**config.mk**
```make
export PLATFORM = sky130hd
export DESIGN_NAME = detection_collector
export DESIGN_NICKNAME = d
export VERILOG_FILES = /design/src/rtl/detection_collector.sv
export SDC_FILE = /design/constraint.sdc
export NUM_CORES = 1
export LEC_CHECK = 0
export CORE_MARGIN = 4
export CORE_UTILIZATION = 40
export DETAILED_ROUTE_END_ITERATION = 7
export MAX_ROUTING_LAYER = met4
export PLACE_DENSITY = 0.68
export SLEW_MARGIN = 20
export SYNTH_ARGS = -nofsm -noshare
export SYNTH_HDL_FRONTEND = slang
export SYNTH_SLANG_ARGS = --single-unit
```
**constraint.sdc**
```tcl
create_clock -name clk_fpga -period 10.01 [get_ports clk_fpga]
set_input_delay 2.002 -clock clk_fpga [delete_from_list [all_inputs] [get_ports clk_fpga]]
set_output_delay 2.002 -clock clk_fpga [all_outputs]
set_load 0.01 [all_outputs]
```
**src/rtl/detection_collector.sv**
```systemverilog
// Collects positive window verdicts, rescales them to original-frame coordinates and queues them for the host.
// Optional DETECTION_MERGE_EN: drop detections within MERGE_DIST of the last one pushed in the frame.
module detection_collector #(
  parameter int DATA_WIDTH_12                = 12,
  parameter int FIFO_DEPTH                   = 8,
  parameter int SCALE_X_Q8                   = 256,
  parameter int SCALE_Y_Q8                   = 256,
  parameter int FRAME_ORIGINAL_CAMERA_WIDTH  = 10,
  parameter int FRAME_ORIGINAL_CAMERA_HEIGHT = 10,
  parameter int MERGE_DIST                   = 1
) (
  input  logic                     clk_fpga,
  input  logic                     reset_fpga,
  input  logic                     inspect_done,
  input  logic                     candidate,
  input  logic [DATA_WIDTH_12-1:0] resize_x,
  input  logic [DATA_WIDTH_12-1:0] resize_y,
  input  logic                     frame_end,
  input  logic                     det_ready,
  output logic                     o_det_valid,
  output logic [DATA_WIDTH_12-1:0] o_det_x,
  output logic [DATA_WIDTH_12-1:0] o_det_y,
  output logic                     o_frame_done,
  output logic [DATA_WIDTH_12-1:0] o_frame_count,
  output logic                     o_overflow
);

  localparam int DW = DATA_WIDTH_12;
  localparam int AW = $clog2(FIFO_DEPTH);
  localparam int PW = AW + 1;
  localparam logic [DW-1:0] MAX_X   = DW'(FRAME_ORIGINAL_CAMERA_WIDTH - 1);
  localparam logic [DW-1:0] MAX_Y   = DW'(FRAME_ORIGINAL_CAMERA_HEIGHT - 1);
  localparam logic [DW-1:0] CNT_MAX = '1;

  typedef enum logic [1:0] {IDLE, SCALE, PUSH} state_t;

  state_t          state_q, state_d;
  logic            inspect_done_q;
  logic [DW-1:0]   cap_x_q, cap_x_d, cap_y_q, cap_y_d;
  logic            pend_valid_q, pend_valid_d;
  logic [DW-1:0]   pend_x_q, pend_x_d, pend_y_q, pend_y_d;
  logic [19:0]     px_q, px_d, py_q, py_d;
  logic [DW-1:0]   cnt_q, cnt_d, frame_count_q, frame_count_d;
  logic            frame_done_q, frame_done_d;
  logic            overflow_q, overflow_d;
  logic            close_req_q, close_req_d;
  logic [PW-1:0]   wr_ptr_q, wr_ptr_d, rd_ptr_q, rd_ptr_d;
  logic [DW-1:0]   mem_x_q [FIFO_DEPTH];
  logic [DW-1:0]   mem_y_q [FIFO_DEPTH];

  logic            ev, cand_event, empty, full, pop, push, merge_hit, close_fire;
  logic [DW-1:0]   scaled_x, scaled_y, det_x, det_y;

  assign ev         = inspect_done && !inspect_done_q;
  assign cand_event = ev && candidate;

  assign empty = (wr_ptr_q == rd_ptr_q);
  assign full  = (wr_ptr_q[AW] != rd_ptr_q[AW]) && (wr_ptr_q[AW-1:0] == rd_ptr_q[AW-1:0]);
  assign pop   = !empty && det_ready;

  assign scaled_x = DW'(px_q >> 8);
  assign scaled_y = DW'(py_q >> 8);
  assign det_x    = (scaled_x > MAX_X) ? MAX_X : scaled_x;
  assign det_y    = (scaled_y > MAX_Y) ? MAX_Y : scaled_y;

  // Close only when nothing can still reach the FIFO this frame.
  assign close_fire = close_req_q && (state_q == IDLE) && !pend_valid_q && !ev;

`ifdef DETECTION_MERGE_EN
  localparam logic [DW-1:0] MERGE_R = DW'(MERGE_DIST);
  logic            hist_valid_q, hist_valid_d;
  logic [DW-1:0]   hist_x_q, hist_x_d, hist_y_q, hist_y_d;
  logic [DW-1:0]   dist_x, dist_y;

  assign dist_x    = (det_x >= hist_x_q) ? det_x - hist_x_q : hist_x_q - det_x;
  assign dist_y    = (det_y >= hist_y_q) ? det_y - hist_y_q : hist_y_q - det_y;
  assign merge_hit = hist_valid_q && (dist_x <= MERGE_R) && (dist_y <= MERGE_R);
`else
  logic unused_cfg;
  assign unused_cfg = (MERGE_DIST != 0);
  assign merge_hit  = 1'b0;
`endif

  always_comb begin
    state_d       = state_q;
    cap_x_d       = cap_x_q;
    cap_y_d       = cap_y_q;
    pend_valid_d  = pend_valid_q;
    pend_x_d      = pend_x_q;
    pend_y_d      = pend_y_q;
    px_d          = px_q;
    py_d          = py_q;
    cnt_d         = cnt_q;
    frame_count_d = frame_count_q;
    frame_done_d  = 1'b0;
    overflow_d    = overflow_q;
    push          = 1'b0;

    unique case (state_q)
      IDLE: begin
        if (pend_valid_q) begin
          cap_x_d      = pend_x_q;
          cap_y_d      = pend_y_q;
          pend_valid_d = 1'b0;
          state_d      = SCALE;
          // A same-cycle event refills the slot just vacated.
          if (cand_event) begin
            pend_valid_d = 1'b1;
            pend_x_d     = resize_x;
            pend_y_d     = resize_y;
          end
        end else if (cand_event) begin
          cap_x_d = resize_x;
          cap_y_d = resize_y;
          state_d = SCALE;
        end
      end
      SCALE: begin
        px_d    = 20'(cap_x_q) * 20'(SCALE_X_Q8);
        py_d    = 20'(cap_y_q) * 20'(SCALE_Y_Q8);
        state_d = PUSH;
      end
      PUSH: begin
        state_d = IDLE;
        if (!merge_hit) begin
          if (!full || pop) push = 1'b1;
          else              overflow_d = 1'b1;
        end
      end
      default: state_d = IDLE;
    endcase

    if (cand_event && (state_q != IDLE)) begin
      if (pend_valid_q) begin
        overflow_d = 1'b1;
      end else begin
        pend_valid_d = 1'b1;
        pend_x_d     = resize_x;
        pend_y_d     = resize_y;
      end
    end

    if (push && (cnt_q != CNT_MAX)) cnt_d = cnt_q + 1'b1;

    if (close_fire) begin
      frame_done_d  = 1'b1;
      frame_count_d = cnt_d;
      cnt_d         = '0;
    end
    close_req_d = close_fire ? 1'b0 : (close_req_q || frame_end);

    wr_ptr_d = wr_ptr_q + PW'(push);
    rd_ptr_d = rd_ptr_q + PW'(pop);

`ifdef DETECTION_MERGE_EN
    hist_valid_d = hist_valid_q;
    hist_x_d     = hist_x_q;
    hist_y_d     = hist_y_q;
    if (push) begin
      hist_valid_d = 1'b1;
      hist_x_d     = det_x;
      hist_y_d     = det_y;
    end
    if (close_fire) hist_valid_d = 1'b0;
`endif
  end

  always_ff @(posedge clk_fpga) begin
    if (reset_fpga) begin
      state_q        <= IDLE;
      inspect_done_q <= 1'b0;
      cap_x_q        <= '0;
      cap_y_q        <= '0;
      pend_valid_q   <= 1'b0;
      pend_x_q       <= '0;
      pend_y_q       <= '0;
      px_q           <= '0;
      py_q           <= '0;
      cnt_q          <= '0;
      frame_count_q  <= '0;
      frame_done_q   <= 1'b0;
      overflow_q     <= 1'b0;
      close_req_q    <= 1'b0;
      wr_ptr_q       <= '0;
      rd_ptr_q       <= '0;
    end else begin
      state_q        <= state_d;
      inspect_done_q <= inspect_done;
      cap_x_q        <= cap_x_d;
      cap_y_q        <= cap_y_d;
      pend_valid_q   <= pend_valid_d;
      pend_x_q       <= pend_x_d;
      pend_y_q       <= pend_y_d;
      px_q           <= px_d;
      py_q           <= py_d;
      cnt_q          <= cnt_d;
      frame_count_q  <= frame_count_d;
      frame_done_q   <= frame_done_d;
      overflow_q     <= overflow_d;
      close_req_q    <= close_req_d;
      wr_ptr_q       <= wr_ptr_d;
      rd_ptr_q       <= rd_ptr_d;
    end
  end

`ifdef DETECTION_MERGE_EN
  always_ff @(posedge clk_fpga) begin
    if (reset_fpga) begin
      hist_valid_q <= 1'b0;
      hist_x_q     <= '0;
      hist_y_q     <= '0;
    end else begin
      hist_valid_q <= hist_valid_d;
      hist_x_q     <= hist_x_d;
      hist_y_q     <= hist_y_d;
    end
  end
`endif

  // Storage has no reset; the outputs are masked while the FIFO is empty.
  always_ff @(posedge clk_fpga) begin
    if (push) begin
      mem_x_q[wr_ptr_q[AW-1:0]] <= det_x;
      mem_y_q[wr_ptr_q[AW-1:0]] <= det_y;
    end
  end

  assign o_det_valid   = !empty;
  assign o_det_x       = empty ? '0 : mem_x_q[rd_ptr_q[AW-1:0]];
  assign o_det_y       = empty ? '0 : mem_y_q[rd_ptr_q[AW-1:0]];
  assign o_frame_done  = frame_done_q;
  assign o_frame_count = frame_count_q;
  assign o_overflow    = overflow_q;

endmodule

```
### After elaboration in Yosys (flattened, before gate mapping)

Memories as Yosys holds them, arrays and structs flattened. A register that Yosys moved wholly into a read port is not among the register bits.
Cells that the tools add are included.
Widths: inputs -> output; s select.

* flip-flop bits (word level): 111
* RAM bits: 192
* input port bits: 30
* output and inout port bits: 39
* memories kept: 2

Memories
* mem_x_q: words 8, width 12, read ports 1, clocked after Yosys merged registers in 1, wr ports 1, RTL line 48 `logic [DW-1:0] mem_x_q [FIFO_DEPTH];`
* mem_y_q: words 8, width 12, read ports 1, clocked after Yosys merged registers in 1, wr ports 1, RTL line 49 `logic [DW-1:0] mem_y_q [FIFO_DEPTH];`

* $add $sub $neg: 3
* $lt $le $gt $ge: 2
* eq/ne operators: 7
* multiplexer cells: 38
* reductions and logical operators: 21

Operator list (number)
* $mux 12: 19
* $gt 12x4->1 const B: 2
* $mux 1: 14
* $add 12x1->12 const B: 1
* $ne 12x12->1 const B: 1
* $logic_and 1x1->1: 9
* $add 4x1->4: 2
* $mux 3: 2
* $logic_not 1->1: 5
* $eq 4x4->1: 1
* $mux 2: 2
* $pmux 2 s2: 1
* $reduce_bool 2->1: 2
* $eq 3x3->1: 1
* $ne 3x3->1 const B: 1
* $eq 2x1->1 const B: 1
* $eq 2x2->1 const B: 1
* $logic_not 2->1: 1
* $logic_or 1x1->1: 2
* $reduce_and 2->1: 1
* $reduce_or 2->1: 1
* $ne 1x1->1: 1

### Longest topological paths before layout

Gate-level depths: netlist of run 1.

* word-level depth: 8
* mapped depth: 10
* mapped depth without buffers: 8

### Worst setup path after synthesis of run 1

No wires, ideal clock.

* kind: in2reg
* from: in det_ready
* to: mem mem_x_q[1][0] (netlist name), enable pin
* arrival time: 5.163 ns
* required time: 9.535 ns
* path slack: 4.372 ns
* cell stages on the path: 5
* cells stage by stage: nor2_1 > a21bo_1 > buf_2 > buf_4 > nor4b_1

* cells in the longest elaborated chain, start to end: 6

Ends and longest elaborated chain
* start, declared: RTL line 19 `input logic det_ready,`
* $logic_and 1x1->1: RTL line 59 `assign pop = !empty && det_ready;`
* $logic_or 1x1->1: RTL line 126 `if (!full || pop) push = 1'b1;`
* $mux 1: RTL line 126
* $mux 1: RTL line 99 `unique case (state_q)`
* $mux 1: RTL line 222 `if (push) begin`
* $mux 1 (implied by the code): RTL line 223 `mem_x_q[wr_ptr_q[AW-1:0]] <= det_x;`
* end, declared: RTL line 48

Every way passes these cells.

### Worst setup path in the final report of run 1

* from: reg rd_ptr_q[2]
* to: out o_det_y[10]

* cells in the longest elaborated chain, start to end: 2

Ends and longest elaborated chain
* start, declared: RTL line 47 `logic [PW-1:0] wr_ptr_q, wr_ptr_d, rd_ptr_q, rd_ptr_d;`
* start signal, assigned: RTL line 202 `rd_ptr_q <= rd_ptr_d;`
* $eq 4x4->1: RTL line 57 `assign empty = (wr_ptr_q == rd_ptr_q);`
* $mux 12: RTL line 230 `assign o_det_y = empty ? '0 : mem_y_q[rd_ptr_q[AW-1:0]];`
* end, declared: RTL line 22 `output logic [DATA_WIDTH_12-1:0] o_det_y,`

Every way passes these cells.

==> results of run 1 <==
## where the power goes
group / switching, mW / internal [mW] / leakage [nW] / total [mW]
Clock: 0.444 / 0.680 / 0.489 / 1.12
Sequential: 0.0110 / 1.34 / 2.67 / 1.35
Combinational: 0.0678 / 0.0582 / 1.62 / 0.126
## critical path: stages, from the launching register on
cell,delay (ns)
dfxtp_2,0.99
xor2_2,0.17
nor3_2,0.47
and2_2,0.61
nor2_1,0.13
clkdlybuf4s50_1,0.50
## cell type report
type | count | area, µm²
multi-input combinational | 608 | 4090
fill | 2497 | 14550
clock buffer | 46 | 882.1
timing repair buffer | 83 | 803.3
sequential | 303 | 7994
inverter | 3 | 11.26
clock inverter | 10 | 123.9
tap | 384 | 480.5
## logic make-up after synthesis
logic type                 synth area share, %
xor gates and xnor gates                0.8792
DFF                                      67.63
AOI/OAI and AO/OA                        5.625
adders and majority gates               0.5297
and+or+nand+nor                          9.809
buffers and inverters                    2.193
other                                  0.03175
muxes                                    13.31
## state kept, by name (all words and copies together) (netlist names)
register,cells
cap_x_q,12
cap_y_q,12
close_req_q,1
cnt_q,12
inspect_done_q,1
mem_x_q,96
mem_y_q,96
o_frame_count,12
o_frame_done,1
o_overflow,1
pend_valid_q,1
pend_x_q,12
pend_y_q,12
px_q,12
py_q,12
rd_ptr_q,4
state_q,2
wr_ptr_q,4
## cell usage after synthesis, types with 2 or more instances
library cell	instances
edfxtp_1	192
nand2_1	118
dfxtp_1	111
nor2_1	77
a21oi_1	64
mux2i_1	49
mux4_2	48
clkbuf_1	33
a211oi_1	26
buf_2	15
nor2b_1	10
and2_1	9
buf_1	6
nand2b_1	6
nor3_1	6
xnor2_1	6
ha_1	5
nand3_1	5
nor4_1	5
o21ai_0	5
and3_1	4
or4_1	4
xor2_1	4
inv_1	3
o31ai_1	3
o41ai_1	3
a2111oi_2	2
and4_1	2
buf_4	2
nor3b_1	2
nor4b_1	2
or3_1	2
## metal layers
metal	GRT usage, %	part of all wire (%)	vias up
li1	-	-	3370
met1	18.17	47	3231
met2	21.38	47	112
met3	2.385	3.8	36
met4	3.170	2.3	0
met5	-	0	-
## metrics by stage
stage / area, µm² / setup WS (ns)
floorplan: 12290 / 4.372
global placement: 13350 / 4.750
detailed placement: 13350 / 4.618
CTS: 14360 / 4.036
global route: 14390 / 4.379
finish: 14390 / 4.578
## worst min-delay path by stage
stage                       endpoint                     start  slack [ns]  cells past startpoint
2_1_floorplan   px_q[8]$_SDFFE_PP0N_      px_q[8]$_SDFFE_PP0N_        0.43                      2
3_3_place_gp    px_q[8]$_SDFFE_PP0N_      px_q[8]$_SDFFE_PP0N_        0.44                      2
3_5_place_dp    px_q[8]$_SDFFE_PP0N_      px_q[8]$_SDFFE_PP0N_        0.44                      2
4_1_cts         px_q[8]$_SDFFE_PP0N_      px_q[8]$_SDFFE_PP0N_        0.45                      2
5_1_grt        py_q[19]$_SDFFE_PP0N_  cap_y_q[11]$_SDFFE_PP0P_        0.47                      2
6_report        px_q[8]$_SDFFE_PP0N_      px_q[8]$_SDFFE_PP0N_        0.45                      2
==> flow_results.xml, run 1 <==
<?xml version="1.0" encoding="UTF-8"?>
<metrics>
  <group name="outcome">
    <metric name="run_status" unit="">completed</metric>
  </group>
  <group name="sta">
    <metric name="rsz0062_at_grt" unit="">no</metric>
    <metric name="highest_clock_frequency_the_design_can_meet" unit="MHz">184.1</metric>
    <metric name="fin_worst_skew" unit="ns">0.01234</metric>
    <metric name="setup_total_negative_slack" unit="ns">0</metric>
    <metric name="slew-limit-headroom" unit="%">31.15</metric>
    <metric name="finalMaxSlewViolations" unit="">0</metric>
    <metric name="min_period" unit="ns">5.432</metric>
    <metric name="tightestPinTransition" unit="ns">1.033</metric>
    <metric name="hold_ws" unit="ns">0.4484</metric>
    <metric name="hold_viol" unit="">0</metric>
    <metric name="finalSetupViolCount" unit="">0</metric>
    <metric name="period_share" unit="%">54.27</metric>
  </group>
  <group name="setup_path">
    <metric name="critical_path.max_fanout" unit="">27</metric>
    <metric name="critical_path_class" unit="">reg -&gt; out</metric>
    <metric name="timing.critical_path.from" unit="">rd_ptr_q[2]$_SDFF_PP0_</metric>
    <metric name="timing.rr.start" unit="">rd_ptr_q[2]$_SDFF_PP0_</metric>
    <metric name="worst_setup_ep" unit="">o_det_y[10]</metric>
    <metric name="crit_required" unit="ns">8.01</metric>
    <metric name="ff2ff_path_depth" unit="">7</metric>
    <metric name="end_kind" unit="">primary output</metric>
    <metric name="critical_path.startpoint_type" unit="">register</metric>
    <metric name="reg2reg_to" unit="">mem_x_q[6][1]$_DFFE_PP_</metric>
    <metric name="arrival" unit="ns">3.43</metric>
    <metric name="setup.reg_to_reg.worst_slack" unit="ns">6.73</metric>
  </group>
  <group name="die">
    <metric name="std_cell_rows" unit="">62</metric>
    <metric name="floorplan.initialDensity" unit="%">40.82</metric>
    <metric name="floorplan.die_area" unit="µm²">32340</metric>
    <metric name="io_pins" unit="">69</metric>
    <metric name="floorplan.core_area" unit="µm²">28940</metric>
    <metric name="fp.dieW" unit="µm">179.8</metric>
    <metric name="die_y" unit="µm">179.8</metric>
  </group>
  <group name="routing">
    <metric name="drt_iter0_markers" unit="">469</metric>
    <metric name="ant_nets" unit="">0</metric>
    <metric name="avgRoutedWirePerCell" unit="µm">15.01</metric>
    <metric name="post-route-drc-count" unit="">0</metric>
    <metric name="vias_per_cell" unit="">4.697</metric>
    <metric name="detail_route.first_pass.iterations" unit="">4</metric>
    <metric name="drt-total-wl" unit="mm">21.58</metric>
    <metric name="via_count" unit="">6749</metric>
  </group>
  <group name="cts">
    <metric name="cts_setup_buffers" unit="">0</metric>
    <metric name="cts_resized" unit="">0</metric>
    <metric name="cts.sink_count" unit="">303</metric>
    <metric name="clock_root_buffer_master" unit="">clkbuf_16</metric>
    <metric name="ctsLongestPathBuffers" unit="">3</metric>
    <metric name="cts_buffers" unit="">30</metric>
    <metric name="tritoncts" unit="">done</metric>
    <metric name="cts.hold.buffers_added" unit="">0</metric>
    <metric name="clock_tree.htree_level_count" unit="">1</metric>
    <metric name="worst_skew_pair.late_latency" unit="ns">0.54</metric>
    <metric name="clk_pin_slew_worst_paths" unit="ns">0.06</metric>
  </group>
  <group name="grt">
    <metric name="grt_use_total" unit="%">13.43</metric>
    <metric name="antenna_found_initial" unit="">0</metric>
    <metric name="grt_start_max_net_pins" unit="">101</metric>
    <metric name="global_route.overflow_total" unit="">0</metric>
    <metric name="first_global_vias" unit="">6666</metric>
    <metric name="grt_first_pass_wirelength" unit="mm">35.08</metric>
  </group>
  <group name="yosys">
    <metric name="netlist-cell-type-count" unit="">47</metric>
    <metric name="avgSynthCellArea" unit="µm²">13.99</metric>
    <metric name="synth_largest_type_area_fraction" unit="%">48.81</metric>
    <metric name="yosysSeqAreaShare" unit="%">67.63</metric>
    <metric name="synthArstFlopShare" unit="%">0</metric>
    <metric name="ys_dominant_reg_cell" unit="">edfxtp_1</metric>
    <metric name="synth.cell_area" unit="µm²">11810</metric>
    <metric name="yosys-top-cells-area" unit="">edfxtp_1, dfxtp_1, mux4_2</metric>
    <metric name="mapped_cells" unit="">844</metric>
    <metric name="yosysWarnings" unit="">0</metric>
    <metric name="ys_seq_elements" unit="">303</metric>
    <metric name="cell_taking_the_most_area_after_synthesis" unit="">edfxtp_1</metric>
    <metric name="synth_enable_flop_cells" unit="">192</metric>
  </group>
  <group name="final_layout">
    <metric name="most_common_cell_after_layout_fill_and_taps_aside" unit="">edfxtp_1</metric>
    <metric name="layout-drive-gt1-share" unit="%">11.87</metric>
    <metric name="insertedDiodeCount" unit="">0</metric>
    <metric name="postLayoutCoreUtil" unit="%">49.71</metric>
    <metric name="stdcell_count" unit="">1437</metric>
    <metric name="final_net_count" unit="">1064</metric>
    <metric name="most_frequent_cells_in_the_layout" unit="">edfxtp_1, conb_1, nand2_1</metric>
    <metric name="area_growth" unit="%">21.79</metric>
  </group>
  <group name="placed_design">
    <metric name="buffer_ports.inserted" unit="">68</metric>
    <metric name="dp.cells" unit="">1380</metric>
    <metric name="routabilityCongestion" unit="">0.7302</metric>
    <metric name="half_perimeter_wire_length_of_the_detailed_placement_result" unit="mm">12.82</metric>
  </group>
  <group name="power_and_ir_drop">
    <metric name="power_density" unit="nW/µm²">181.0</metric>
    <metric name="vdd.ir_drop.worst" unit="mV">0.1450</metric>
    <metric name="total_power" unit="mW">2.604</metric>
    <metric name="power.static_leakage" unit="nW">4.781</metric>
  </group>
  <group name="run">
    <metric name="cap_viol_max_count" unit="">0</metric>
  </group>
  <group name="worst_hold_path">
    <metric name="holdCritPathClass" unit="">reg -&gt; reg</metric>
  </group>
</metrics>
Note: power is estimated with default switching activity, not from simulation.
==> run 2: changes to the inputs <==
==> constraint.sdc (replaced) <==
create_clock -name clk_fpga -period 5.3 [get_ports clk_fpga]
set_input_delay 1.06 -clock clk_fpga [delete_from_list [all_inputs] [get_ports clk_fpga]]
set_output_delay 1.06 -clock clk_fpga [all_outputs]
set_load 0.01 [all_outputs]
==> flow_results.xml, run 2 (synthesis results as in run 1) <==
<?xml version="1.0" encoding="UTF-8"?>
<metrics>
  <group name="power_and_ir_drop">
    <metric name="total_power" unit="mW">4.876</metric>
    <metric name="power.static_leakage" unit="nW">4.781</metric>
    <metric name="power_report.internal_total" unit="mW">3.875</metric>
    <metric name="vdd.ir_drop.worst" unit="mV">0.2481</metric>
    <metric name="p_comb_share" unit="%">4.8</metric>
    <metric name="share_of_total_power_in_the_clock_network" unit="%">42.7</metric>
    <metric name="power_share_of_the_sequential_group" unit="%">52.5</metric>
    <metric name="switching_share" unit="%">20.53</metric>
    <metric name="power_density" unit="nW/µm²">339.7</metric>
    <metric name="netsw" unit="mW">1.001</metric>
  </group>
  <group name="routing">
    <metric name="detail_route.first_pass.iterations" unit="">4</metric>
    <metric name="drt_iter0_markers" unit="">388</metric>
    <metric name="post-route-drc-count" unit="">0</metric>
    <metric name="drt-total-wl" unit="mm">22.08</metric>
    <metric name="via_count" unit="">6794</metric>
    <metric name="vias_per_cell" unit="">4.731</metric>
    <metric name="avgRoutedWirePerCell" unit="µm">15.38</metric>
    <metric name="ant_nets" unit="">0</metric>
  </group>
  <group name="sta">
    <metric name="min_period" unit="ns">4.159</metric>
    <metric name="period_share" unit="%">78.47</metric>
    <metric name="hold_ws" unit="ns">0.4481</metric>
    <metric name="tightestPinTransition" unit="ns">1.029</metric>
    <metric name="highest_clock_frequency_the_design_can_meet" unit="MHz">240.5</metric>
    <metric name="slew-limit-headroom" unit="%">31.40</metric>
    <metric name="rsz0062_at_grt" unit="">no</metric>
    <metric name="setup_total_negative_slack" unit="ns">0</metric>
    <metric name="finalSetupViolCount" unit="">0</metric>
    <metric name="finalMaxSlewViolations" unit="">0</metric>
    <metric name="fin_worst_skew" unit="ns">0.01994</metric>
    <metric name="hold_viol" unit="">0</metric>
  </group>
  <group name="outcome">
    <metric name="run_status" unit="">completed</metric>
  </group>
  <group name="cts">
    <metric name="clock_root_buffer_master" unit="">clkbuf_16</metric>
    <metric name="clk_pin_slew_worst_paths" unit="ns">0.07</metric>
    <metric name="clock_tree.htree_level_count" unit="">1</metric>
    <metric name="cts_setup_buffers" unit="">0</metric>
    <metric name="tritoncts" unit="">done</metric>
    <metric name="cts_resized" unit="">0</metric>
    <metric name="cts.hold.buffers_added" unit="">0</metric>
    <metric name="cts_buffers" unit="">29</metric>
    <metric name="ctsLongestPathBuffers" unit="">3</metric>
    <metric name="cts.sink_count" unit="">303</metric>
    <metric name="worst_skew_pair.late_latency" unit="ns">0.55</metric>
  </group>
  <group name="final_layout">
    <metric name="area_growth" unit="%">21.53</metric>
    <metric name="layout-drive-gt1-share" unit="%">12.55</metric>
    <metric name="final_net_count" unit="">1064</metric>
    <metric name="most_common_cell_after_layout_fill_and_taps_aside" unit="">edfxtp_1</metric>
    <metric name="multiInputGateArea" unit="µm²">4083</metric>
    <metric name="most_frequent_cells_in_the_layout" unit="">edfxtp_1, conb_1, nand2_1</metric>
    <metric name="stdcell_count" unit="">1436</metric>
    <metric name="n_fill_cell" unit="">2513</metric>
    <metric name="register_area" unit="µm²">7994</metric>
    <metric name="insertedDiodeCount" unit="">0</metric>
  </group>
  <group name="setup_path">
    <metric name="timing.critical_path.cells" unit="">buf_4 &gt; mux4_2 &gt; mux2i_1 &gt; nor2_1 &gt; clkdlybuf4s50_1</metric>
    <metric name="maximum_cell_stage_delay_along_the_critical_path" unit="ns">0.67</metric>
    <metric name="timing.rr.start" unit="">rd_ptr_q[1]$_SDFF_PP0_</metric>
    <metric name="crit_required" unit="ns">4.24</metric>
    <metric name="timing.critical_path.from" unit="">rd_ptr_q[0]$_SDFF_PP0_</metric>
    <metric name="critical_path_buf_inv_count" unit="">2</metric>
    <metric name="critical_path_class" unit="">reg -&gt; out</metric>
    <metric name="arrival" unit="ns">3.10</metric>
    <metric name="critical_path.max_fanout" unit="">26</metric>
    <metric name="critical_path.startpoint_type" unit="">register</metric>
    <metric name="crit_family" unit="">buffers and inverters</metric>
    <metric name="cp_max_delay_cell" unit="">dfxtp_4</metric>
    <metric name="end_kind" unit="">primary output</metric>
  </group>
  <group name="placed_design">
    <metric name="routabilityCongestion" unit="">0.8058</metric>
    <metric name="buffer_ports.inserted" unit="">68</metric>
    <metric name="dp.cells" unit="">1382</metric>
    <metric name="half_perimeter_wire_length_of_the_detailed_placement_result" unit="mm">13.24</metric>
  </group>
  <group name="grt">
    <metric name="first_global_vias" unit="">6755</metric>
    <metric name="grt_start_max_net_pins" unit="">101</metric>
    <metric name="antenna_found_initial" unit="">0</metric>
    <metric name="grt_use_total" unit="%">13.87</metric>
    <metric name="grt_first_pass_wirelength" unit="mm">35.87</metric>
    <metric name="global_route.overflow_total" unit="">0</metric>
  </group>
  <group name="die">
    <metric name="fp.dieW" unit="µm">179.8</metric>
    <metric name="floorplan.initialDensity" unit="%">40.82</metric>
    <metric name="floorplan.die_area" unit="µm²">32340</metric>
    <metric name="io_pins" unit="">69</metric>
    <metric name="floorplan.core_area" unit="µm²">28940</metric>
    <metric name="std_cell_rows" unit="">62</metric>
    <metric name="die_y" unit="µm">179.8</metric>
  </group>
  <group name="worst_hold_path">
    <metric name="holdCritPathClass" unit="">reg -&gt; reg</metric>
    <metric name="min_from" unit="">py_q[8]$_SDFFE_PP0N_</metric>
  </group>
  <group name="run">
    <metric name="cap_viol_max_count" unit="">0</metric>
  </group>
</metrics>
run 2: cell count changes in the layout (fill, tap and decap cells not counted), sizes merged:
cell,before,now
bufinv,3,2
buf,16,17
clkbuf,46,42
clkinv,6,7
inv,3,4
clkinvlp,1,2
run 2: through the flow:
step	setup WS (ns)	cell area, µm²	utilization (%)
global route	0.8408	14350	49.61
floorplan	0.6045	12290	-
detailed placement	1.640	13370	46.19
CTS	1.042	14350	49.61
global placement	1.642	13370	46.19
finish	1.141	14350	49.61
run 2: power by group through the flow:
| stage | Combinational (mW) | Sequential, mW | Clock (mW) |
|---|---|---|---|
| CTS | 0.235 | 2.56 | 2.13 |
| floorplan | 0.156 | 2.60 | 0 |
| finish | 0.235 | 2.56 | 2.08 |
| global placement | 0.232 | 2.61 | 0 |
| detailed placement | 0.235 | 2.61 | 0 |
| global route | 0.265 | 2.56 | 2.24 |
run 2: layout make-up:
cell class	instances	area share [%]
Tap cell	384	3.347
Sequential cell	303	55.69
Clock buffer	42	6.023
Inverter	3	0.07845
Multi-Input combinational cell	608	28.44
Clock inverter	12	0.8543
Timing Repair Buffer	84	5.561
run 2: layer usage:
layer  wire length (µm)  track usage, %
met4                354           2.682
met1              10430           19.41
met3               1096           2.243
met5                  0               -
met2              10210           21.83
run 2: final timing paths:
| kind | to | slack, ns | cells past startpoint |
|---|---|---|---|
| worst max-delay path | o_det_y[9] | 1.14 | 5 |
| worst min register to register | py_q[8]$_SDFFE_PP0N_ | 0.45 | 2 |
| worst min-delay path | py_q[8]$_SDFFE_PP0N_ | 0.45 | 2 |
| worst max register to register | mem_y_q[3][2]$_DFFE_PP_ | 2.38 | 5 |
run 2: worst reg2reg max path: stages (launching register included):
cell and delay [ns]:
dfxtp_2 0.72, xor2_1 0.23, nor3_2 0.10, a21bo_1 0.37
nor3_2 0.76, buf_4 0.41
